<file path="config.mk">
export PLATFORM = sky130hd
export DESIGN_NAME = bit_ror_unit_flat
export DESIGN_NICKNAME = d
export VERILOG_FILES = /design/src/rtl/bit_ror_unit_pkg.sv /design/src/rtl/bit_ror_unit_if.sv /design/src/rtl/bit_ror_unit_ror_barrel_comb.sv /design/src/rtl/bit_ror_unit.sv /design/src/flat_wrapper.sv
export SDC_FILE = /design/constraint.sdc
export NUM_CORES = 1
export LEC_CHECK = 0
export CAP_MARGIN = 20
export CORE_ASPECT_RATIO = 1.5
export CORE_MARGIN = 4
export CORE_UTILIZATION = 50
export DETAILED_ROUTE_END_ITERATION = 16
export PLACE_DENSITY = 0.91
export SETUP_SLACK_MARGIN = 0.2
export SLEW_MARGIN = 10
export SYNTH_ARGS = -nofsm -noshare
export SYNTH_HDL_FRONTEND = slang
export SYNTH_HIERARCHICAL = 1
export SYNTH_SLANG_ARGS = --single-unit
</file>
<file path="constraint.sdc">
create_clock -name clk -period 2.8 [get_ports clk]
set_clock_uncertainty 0.1 [all_clocks]
set_input_delay 0.42 -clock clk [delete_from_list [all_inputs] [get_ports clk]]
set_output_delay 0.42 -clock clk [all_outputs]
set_load 0.005 [all_outputs]
</file>
<file path="src/rtl/bit_ror_unit_pkg.sv">
// Shared ALU constants and word/shift-amount types used by the rotate unit.
package bit_ror_unit_pkg;
  localparam int WORD_W  = 32;
  localparam int SHAMT_W = 5;

  typedef logic [WORD_W-1:0]  word_t;
  typedef logic [SHAMT_W-1:0] shamt_t;
endpackage

</file>
<file path="src/rtl/bit_ror_unit_if.sv">
// Operand/result bundle between the ALU front end and the rotate unit.
// Handshake: a transfer happens on every rising edge where in_valid is high;
// there is no ready, so the producer never stalls. out_valid marks rx as new.
interface bit_ror_unit_if
  import bit_ror_unit_pkg::*;
#(
  parameter int WIDTH = WORD_W,
  parameter int SHW   = $clog2(WIDTH)
);
  logic             in_valid;
  logic [WIDTH-1:0] rin;
  logic [SHW-1:0]   n;
  logic             out_valid;
  logic [WIDTH-1:0] rx;

  modport master (
    output in_valid, rin, n,
    input  out_valid, rx
  );

  modport slave (
    input  in_valid, rin, n,
    output out_valid, rx
  );
endinterface

</file>
<file path="src/rtl/bit_ror_unit_ror_barrel_comb.sv">
// Purely combinational log2 barrel rotator: stage k rotates right by 2^k
// when n[k] is set, otherwise passes its input through.
module ror_barrel_comb
  import bit_ror_unit_pkg::*;
#(
  parameter int WIDTH = WORD_W,
  parameter int SHW   = $clog2(WIDTH)
) (
  input  logic [WIDTH-1:0] rin,
  input  logic [SHW-1:0]   n,
  output logic [WIDTH-1:0] rotated
);
  logic [WIDTH-1:0] acc;

  always_comb begin
    acc = rin;
    for (int k = 0; k < SHW; k++) begin
      if (n[k]) begin
        acc = (acc >> (1 << k)) | (acc << (WIDTH - (1 << k)));
      end
    end
    rotated = acc;
  end
endmodule

</file>
<file path="src/rtl/bit_ror_unit.sv">
// Registered 32-bit rotate-right unit: barrel rotator followed by a result
// register and a valid flop, giving one cycle of latency at full throughput.
module bit_ror_unit
  import bit_ror_unit_pkg::*;
#(
  parameter int WIDTH = WORD_W,
  parameter int SHW   = $clog2(WIDTH)
) (
  input  logic         clk,
  input  logic         reset,
  bit_ror_unit_if.slave bus
);
  logic [WIDTH-1:0] rotated;

  ror_barrel_comb #(
    .WIDTH (WIDTH),
    .SHW   (SHW)
  ) u_barrel (
    .rin     (bus.rin),
    .n       (bus.n),
    .rotated (rotated)
  );

  // rx only loads on accepted inputs, so idle-cycle garbage on rin/n never reaches it.
  always_ff @(posedge clk) begin
    if (reset) begin
      bus.rx        <= '0;
      bus.out_valid <= 1'b0;
    end else begin
      bus.out_valid <= bus.in_valid;
      if (bus.in_valid) begin
        bus.rx <= rotated;
      end
    end
  end
endmodule

</file>
<file path="src/flat_wrapper.sv">
// flat-port wrapper written by rule: the top's interface ports become plain ports
module bit_ror_unit_flat import bit_ror_unit_pkg::*;
#(
  parameter int WIDTH = WORD_W,
  parameter int SHW   = $clog2(WIDTH)
)
  (clk, reset, bus_in_valid, bus_rin, bus_n, bus_out_valid, bus_rx);
  bit_ror_unit_if #(.WIDTH(WIDTH), .SHW(SHW)) bus_i ();
  input  logic clk;
  input  logic reset;
  input wire logic [$bits(bus_i.in_valid)-1:0] bus_in_valid;
  input wire logic [$bits(bus_i.rin)-1:0] bus_rin;
  input wire logic [$bits(bus_i.n)-1:0] bus_n;
  output wire logic [$bits(bus_i.out_valid)-1:0] bus_out_valid;
  output wire logic [$bits(bus_i.rx)-1:0] bus_rx;
  assign bus_i.in_valid = bus_in_valid;
  assign bus_i.rin = bus_rin;
  assign bus_i.n = bus_n;
  assign bus_out_valid = bus_i.out_valid;
  assign bus_rx = bus_i.rx;
  bit_ror_unit #(.WIDTH(WIDTH), .SHW(SHW)) u_core (.clk(clk), .reset(reset), .bus(bus_i));
endmodule
</file>
==> summary.md <==
| Metric | Value |
|---|---|
| Status | complete, no violations |
| Clock network power share | 21.2% |
| Layout Utilization | 65.6% |
| Worst-path maximum fanout | 4 |
| Die H | 106 um |
| Most frequent cells in the layout | clkdlybuf4s50_1, mux4_2, dfxtp_1, mux2i_1, mux2_2 |
| Post-synth EDFFs | 0 |
| Net count after synthesis | 262 |
| Worst EP required | 2.87 ns |
| Die area | 7770 sq um |
| H-tree levels | 2 |
| Row count | 35 |
| Core area | 6170 sq um |
| Initial antenna violation count | 0 |
| Number of fill cells | 424 |
| Post-DR wirelength/cell | 23.1 um |
| Hold-fix buffers, CTS | 0 |
| Max-slew violation count | 0 |
| Share of layout cells above drive strength 1 | 38.3% |
| M3 GR Usage | 2.27% |
| Clk Latency, worst-skew pair | 0.28 ns |
| Synthesized flop and latch total | 33 |
| Commonest non-fill, non-tap cell in the layout | clkdlybuf4s50_1 |
| Vias per inst | 6.71 |
| PortBufs | 72 |
| Final Hold Vio Count | 0 |
| Post-synthesis area per instance | 14.4 sq um |
| Setup violators final | 0 |
| Starting Density | 51.8% |
| RSZ-0062 raised after global routing | no |
| Flop pwr share | 33.4% |
| Flop2flop setup slack | 2.06 ns |
| Met2 usage | 41.6% |
| Final net count | 329 |
| Max transition margin | 72.3% |
| Leak Pwr | 1.54 nW |
| Critical Path End Type | register |
| Netlist cell types | 14 |
| WHS Path Cells | 2 |
| CTS Buf Count | 5 |
| Cell-internal power | 0.00113 W |
| Hold Crit Endpoint | u_core/bus.rx[16] |
| Grt met1 use | 23.8% |
| Clock root buffer | clkbuf_8 |
| Placed cells | 353 |
| Post-synthesis sequential area ratio | 20.6% |
| Arr. time, crit path | 2.60 ns |
| GR peak layer | met2 |
| Clock slew at reported path FFs | 0.07 ns |
| Switch Pwr | 0.000499 W |
| Sw frac | 30.6% |
| Cell count after synthesis | 222 |
| Maximum clock rate | 0.395 GHz |
| Final Power | 0.00163 W |
| DRC viols | 0 |
| Netlist Area Pre-Place | 3200 sq um |
| Critical R2R Capture | u_core/bus.rx[7] |
| Fin cells | 364 |
| HPWL Detailed | 6420 um |
| Power Dens Cells | 402 nW/um^2 |
| Min cycle time layout | 2.53 ns |
| Synth Warn # | 6 |
| Area growth from synthesis to layout | 26.6% |
| Worst reg2reg startpoint | u_core/bus.rx[7] |
| Largest cells by area after synthesis | mux4_2, dfxtp_1, mux4_1, mux2_2, mux2i_1 |
| Final global-route overflow total | 0 |
| Main synth FF type | dfxtp_1 |
| Vias in the first global route | 2,538 |
| I/O Pins | 73 |
| Global-route wire length before repair | 13,200 um |
| Antenna viol nets, final | 0 |
| CTS tree | built |
| Max-cap viol count | 0 |
| Largest net degree at the start of global routing | 34 |
| Routability congestion estimate | 0.950 |
| WS Path Type | in2reg |
| Actual slew at the worst max-slew pin | 0.415 ns |
| CP Launch Type | input pin |
| Clk sinks | 33 |
| Total Routed Length | 8420 um |
| Hold Crit Start | u_core/bus.rx[16] |
| Overall routing resource usage | 22.2% |
| Hold Path Class | reg2reg |
| Max clock buf depth | 2 |
| DP Worst Slack | -0.174 ns |
| R2r worst-path depth | 2 |
| Area share of the leading cell type in the synthesized netlist | 34.5% |
| Worst-case vdd ir drop | 0.000232 V |
| Post-synth ARST share | 0% |
| Final setup margin | 0.268 ns |
| Initial drt markers | 213 |
| Pre-antenna DRT Iters | 4 |
| Post-route clock period utilization | 90.4% |
| Die X | 73.3 um |
| Comb pwr share | 45.4% |
| Vias | 2,441 |
| Area leader, netlist | mux4_2 |
| ANT cells | 0 |
==> worst max-delay path, cell delays in order <==
cell,delay (ns)
clkdlybuf4s50_1,0.50
mux4_1,0.58
mux4_1,0.58
mux2_2,0.30
mux2i_1,0.17
nor2_2,0.04
==> area by class of cell <==
cell class | count | area, sq um | area share [%]
Timing Repair Buffer | 88 | 917 | 22.6
Tap cell | 74 | 92.6 | 2.29
Sequential cell | 33 | 661 | 16.3
Clock inverter | 2 | 10.0 | 0.247
Clock buffer | 6 | 72.6 | 1.79
Multi-Input combinational cell | 161 | 2300 | 56.7
==> cells in the mapped netlist, types with 2 or more instances <==
cell type	n
mux2i_1	32
buf_1	3
mux2_2	32
mux4_2	49
clkbuf_1	7
nor2_1	30
dfxtp_1	33
buf_12	5
buf_6	4
nor2_2	2
mux4_1	15
buf_2	8
==> cells by family after synthesis <==
| family | Yosys count | synth area share, % |
|---|---|---|
| buffers and inverters | 28 | 7.19 |
| DFF | 33 | 20.6 |
| muxes | 128 | 68.1 |
| and+or+nand+nor | 33 | 4.10 |
==> routing by layer <==
layer / wire, um / up-vias
li1: - / 1051
met1: 2860 / 1222
met2: 4720 / 142
met3: 471 / 26
met4: 373 / 0
met5: 0 / -
==> worst max path at each step <==
| stage | from | to | slack, ns | cells after the start |
|---|---|---|---|---|
| detailed placement | bus_n[3] | u_core/bus.rx[23] | -0.17 | 7 |
| global placement | bus_n[3] | u_core/bus.rx[19] | -0.09 | 7 |
| floorplan | bus_n[3] | u_core/bus.rx[3] | 0.38 | 8 |
| CTS | bus_rin[31] | u_core/bus.rx[11] | 0.30 | 6 |
| finish | bus_rin[11] | u_core/bus.rx[3] | 0.27 | 6 |
| global route | bus_rin[31] | u_core/bus.rx[15] | 0.21 | 6 |
==> metrics by stage <==
stage / TNS, ns / area (sq um) / hold WS (ns)
CTS: 0 / 4050 / 0.404
floorplan: 0 / 3200 / 0.385
finish: 0 / 4050 / 0.399
global placement: -1.23 / 3930 / 0.379
detailed placement: -3.00 / 3930 / 0.387
global route: 0 / 4050 / 0.433
==> power by group through the flow <==
stage	Combinational, W	Clock [W]	Sequential (W)
3_5_place_dp	0.000717	0	0.000555
6_report	0.000740	0.000345	0.000544
5_1_grt	0.000779	0.000369	0.000550
3_3_place_gp	0.000697	0	0.000555
4_1_cts	0.000732	0.000352	0.000545
2_1_floorplan	0.000452	0	0.000556
==> registers in the layout, summed over array words and instances, names as in the netlist <==
| signal | count |
|---|---|
| u_core/bus.out_valid | 1 |
| u_core/bus.rx | 32 |
==> timing repair <==
item	CTS	global route
setup endpoints to repair	15	0
setup buffers	2	0
gates resized for setup	4	0
Power figures use the tool's default switching activity.
